<file path="config.mk">
export PLATFORM = sky130hd
export DESIGN_NAME = complex_accumulator
export DESIGN_NICKNAME = d
export VERILOG_FILES = /design/src/rtl/complex_accumulator.sv
export SDC_FILE = /design/constraint.sdc
export NUM_CORES = 1
export LEC_CHECK = 0
export BUFFER_PORTS_ARGS = -buffer_cell sky130_fd_sc_hd__buf_4
export CAP_MARGIN = 20
export CORE_ASPECT_RATIO = 1.2
export CORE_UTILIZATION = 58
export DETAILED_ROUTE_END_ITERATION = 12
export PLACE_DENSITY = 0.85
export SYNTH_ARGS = -nofsm -noshare
export SYNTH_HDL_FRONTEND = slang
export SYNTH_SLANG_ARGS = --single-unit
</file>
<file path="constraint.sdc">
create_clock -name clk -period 4.1 [get_ports clk]
set_clock_uncertainty 0.05 [all_clocks]
set_input_delay 0.205 -clock clk [delete_from_list [all_inputs] [get_ports clk]]
set_output_delay 0.205 -clock clk [all_outputs]
set_load 0.02 [all_outputs]
</file>
<file path="src/rtl/complex_accumulator.sv">
// Frame-based complex accumulator: sums signed (re,im) beats with wrap-around,
// tracks a sticky overflow flag and presents the result until the consumer takes it.
module complex_accumulator #(
    parameter int W         = 8,
    parameter int ACC_W     = 10,
    parameter int MAX_TERMS = 16,
    localparam int CW       = $clog2(MAX_TERMS + 1)
) (
    input  logic                 clk,
    input  logic                 rst_n,
    input  logic [2*W-1:0]       in_data,
    input  logic                 in_valid,
    input  logic                 in_last,
    output logic                 in_ready,
    output logic [2*ACC_W-1:0]   out_data,
    output logic [CW-1:0]        out_count,
    output logic                 out_ovf,
    output logic                 out_valid,
    input  logic                 out_ready
);

    typedef enum logic [1:0] {IDLE, ACCUM, HOLD} state_t;

    state_t                  r_state;
    logic signed [ACC_W-1:0] r_acc_re, r_acc_im;
    logic [CW-1:0]           r_count;
    logic                    r_ovf;

    logic signed [W-1:0]     w_in_re, w_in_im;
    logic signed [ACC_W-1:0] w_ext_re, w_ext_im;
    logic signed [ACC_W-1:0] w_sum_re, w_sum_im;
    logic                    w_ovf_re, w_ovf_im;
    logic                    w_accept, w_first, w_close;
    logic [CW-1:0]           w_cnt_nxt;

    assign w_in_re  = in_data[2*W-1:W];
    assign w_in_im  = in_data[W-1:0];
    assign w_ext_re = ACC_W'(w_in_re);
    assign w_ext_im = ACC_W'(w_in_im);
    assign w_sum_re = r_acc_re + w_ext_re;
    assign w_sum_im = r_acc_im + w_ext_im;

    // Signed overflow: operands agree in sign but the wrapped sum does not.
    assign w_ovf_re = (r_acc_re[ACC_W-1] == w_ext_re[ACC_W-1]) &&
                      (w_sum_re[ACC_W-1] != r_acc_re[ACC_W-1]);
    assign w_ovf_im = (r_acc_im[ACC_W-1] == w_ext_im[ACC_W-1]) &&
                      (w_sum_im[ACC_W-1] != r_acc_im[ACC_W-1]);

    assign w_accept  = in_valid && (r_state != HOLD);
    assign w_first   = (r_state == IDLE);
    assign w_cnt_nxt = w_first ? CW'(1) : r_count + CW'(1);
    assign w_close   = in_last || (w_cnt_nxt == CW'(MAX_TERMS));

    always_ff @(posedge clk) begin
        if (!rst_n) begin
            r_state  <= IDLE;
            r_acc_re <= '0;
            r_acc_im <= '0;
            r_count  <= '0;
            r_ovf    <= 1'b0;
        end else begin
            case (r_state)
                IDLE, ACCUM: begin
                    if (w_accept) begin
                        if (w_first) begin
                            r_acc_re <= w_ext_re;
                            r_acc_im <= w_ext_im;
                            r_ovf    <= 1'b0;
                        end else begin
                            r_acc_re <= w_sum_re;
                            r_acc_im <= w_sum_im;
                            r_ovf    <= r_ovf | w_ovf_re | w_ovf_im;
                        end
                        r_count <= w_cnt_nxt;
                        r_state <= w_close ? HOLD : ACCUM;
                    end
                end
                HOLD:    if (out_ready) r_state <= IDLE;
                default: r_state <= IDLE;
            endcase
        end
    end

    // Result registers double as the output hold stage; they only change on accepted beats.
    assign in_ready  = (r_state != HOLD);
    assign out_valid = (r_state == HOLD);
    assign out_data  = {r_acc_re, r_acc_im};
    assign out_count = r_count;
    assign out_ovf   = r_ovf;

endmodule

</file>
==> impl_metrics.csv <==
group,metric,value,unit
worst_setup_path,reg2reg_depth,7,
final_layout,fin_cells,341,
worst_setup_path,startpoint,"r_acc_re[1]",
final_layout,register_area,561,µm²
worst_setup_path,r2r_start,"r_acc_re[1]",
timing,hold_slack,145,ps
power,finalPower,824,µW
worst_setup_path,worstPathMaxFanout,3,
clock_network,h-tree-depth,1,
final_layout,final_layout_size_suffix_gt1_share,20.4,%
die,die_area,3920,µm²
synth,syn-cell-area,2130,µm²
die,num_rows,23,
run_status,violations,"DRC",
power,power_density,320,nW/µm²
final_layout,multi_input_area,1480,µm²
global_route,antenna_found_initial,0,
clock_network,clk-insertion-delay-late,270,ps
clock_network,clockBufferDepth,2,
power,peakVddDrop,0.186,mV
routing,ant_nets,0,
timing,slew_headroom,42.4,%
global_route,grt_pass1_vias,1889,
timing,max_freq,472,MHz
synth,syn_inst,264,
die,initial_core_util,62.3,%
hold_path,holdCritStartpoint,"in_data[15]",
routing,drt-met1-wl,2320,µm
routing,drt_pass1_iterations,10,
timing,finalSetupViolCount,0,
final_layout,nFillCells,275,
synth,synthDistinctLibCells,42,
routing,route.detailed.drc,2,
routing,wire_per_inst,14.4,µm
timing,rsz0062_at_grt,"no",
die,die_w,57.3,µm
routing,wl_met2,2310,µm
routing,wl_met3,235,µm
clock_network,cts-root-buf,"clkbuf_8",
global_route,grt_pass1_wl,8120,µm
synth,ys_seq_elements,28,
flow_run,maxCapViolations,0,
worst_setup_path,r2r_end,"r_acc_re[9]",
worst_setup_path,end_kind,"flop",
timing,hold_viol,0,
clock_network,clk_pin_slew,100,ps
hold_path,min_path_type,"in -> reg",
routing,routed.top_layer,"met4",
placement,routabilityCongestion,0.821,
timing,tightestPinTransition,861,ps
hold_path,hold_path_depth,2,
final_layout,num_antenna_cells,0,
die,io_pins,49,
routing,drt_iter0_drc,84,
clock_network,clkSinkCount,28,
worst_setup_path,worstSetupPathType,"reg -> reg",
timing,timing.final.crit_share,51.7,%
final_layout,syn2layout_area_growth,20.8,%
die,die_h,68.4,µm
clock_network,postCtsSetupBuffers,0,
power,leakagePower,1.11,nW
synth,synth_area_per_cell,8.08,µm²
placement,port_buffers,48,
hold_path,holdPathEnd,"r_acc_re[9]",
global_route,grt_max_degree,26,
routing,wirelength,4920,µm
die,core_area,3420,µm²
placement,dp_hpwl,3650,µm
synth,synth_nets,306,
global_route,grt_usage,26.0,%
clock_network,cts_resized,0,
global_route,grt.overflow.total,0,
synth,synth-async-reset-ratio,0,%
synth,seq_area_frac_synth,26.3,%
clock_network,cts_made_buffers,3,
synth,synth_edf_count,0,
run_status,status,"complete, but fails checks",
worst_setup_path,r2r_slack,1980,ps
worst_setup_path,crit_path_start_kind,"flop",
final_layout,nNetsFinal,347,
timing,period_minus_slack,2120,ps
synth,ys.flop_type,"dfxtp_1",
timing,final-max-slew-violation-count,0,
worst_setup_path,worstPathRequired,4200,ps
routing,avgViaCountPerCell,6.06,
routing,vias,2067,
placement,place_inst,337,
timing,tns,0,ps
worst_setup_path,worstPathArrival,2220,ps
clock_network,cts_hold_buffers,0,
synth,yosys_warnings,0,
clock_network,cts_tree,"yes",
## stage by stage
step	utilization, %	setup WS [ps]	cell area (µm²)
6_report	75.2	1980	2570
5_1_grt	75.2	1840	2570
4_1_cts	75.2	1980	2570
3_3_place_gp	73.1	2000	2500
2_1_floorplan	-	2010	2130
3_5_place_dp	73.1	1980	2500
## power breakdown
group	total, mW	internal [mW]	switching [mW]
Clock	0.220	0.131	0.0897
Sequential	0.311	0.292	0.0189
Combinational	0.292	0.131	0.161
## cell usage after synthesis (all sizes together), types with 2 or more instances
master | n | area share, %
a211oi | 8 | 2.8
a21o | 2 | 0.70
a21oi | 23 | 5.9
a31oi | 2 | 0.59
clkbuf | 13 | 2.3
dfxtp | 28 | 26
fa | 2 | 1.9
ha | 19 | 11
inv | 12 | 2.1
mux2i | 15 | 7.0
nand2 | 20 | 3.5
nand2b | 2 | 0.59
nand3 | 9 | 2.1
nor2 | 24 | 4.2
nor2b | 6 | 1.8
nor3 | 4 | 0.94
nor4b | 2 | 0.82
o211ai | 4 | 1.4
o21ai | 21 | 5.1
o21bai | 3 | 1.1
o221ai | 6 | 2.5
o41ai | 3 | 1.2
or2 | 4 | 1.2
or3 | 6 | 1.8
xnor2 | 10 | 4.1
xor2 | 3 | 1.2
## placed cells by master (no fill, tap or decap), types with 10 or more instances in the layout
master    n
a21oi_1  22
xnor2_1  10
mux2i_1  15
dfxtp_1  28
nand2_1  20
ha_1     19
buf_4    50
nor2_1   24
inv_1    12
o21ai_0  11
## worst max path at each step
stage,end,slack [ps],cells after the start
5_1_grt,r_acc_re[8],1840,9
4_1_cts,r_acc_re[9],1980,7
3_3_place_gp,out_ovf,2000,8
2_1_floorplan,out_ovf,2010,7
3_5_place_dp,r_acc_re[9],1980,8
6_report,r_acc_re[9],1980,7
## metal layers
metal / up-vias / GRT usage (%)
met1: 942 / 33.8
met3: 10 / 2.84
met4: 0 / 7.32
li1: 1048 / -
met2: 67 / 45.5
met5: - / 0
## critical path, cell delays in order (launching register included)
cell and delay (ps):
dfxtp_1 340, ha_1 290, a211oi_1 420, o21ai_2 130
a31o_1 270, a21oi_4 190, mux2i_1 200, a311oi_1 100
## cell families (layout without fill, tap and decap cells)
logic type,Yosys count,after routing,share of synthesized area [%]
AO/OA/AOI/OAI,81,81,25.8
XOR/XNOR,13,13,5.34
adder cells (fa/ha/maj),21,21,13.0
buffers and inverters,26,66,4.58
flip-flops,28,28,26.3
multiplexers,15,15,7.04
AND/OR/NAND/NOR,80,80,18.0
## layout make-up
type / instances / area share [%]
timing repair buffer: 50 / 14.6
inverter: 12 / 1.75
sequential: 28 / 21.8
clock buffer: 3 / 1.60
tap: 37 / 1.80
clock inverter: 1 / 1.17
multi-input combinational: 210 / 57.3
## sequential cells by signal, indices dropped and copies added, names as in the netlist
| signal | count |
|---|---|
| out_count | 5 |
| r_acc_im | 10 |
| r_acc_re | 10 |
| out_ovf | 1 |
| r_state | 2 |
Power figures use the tool's default switching activity.
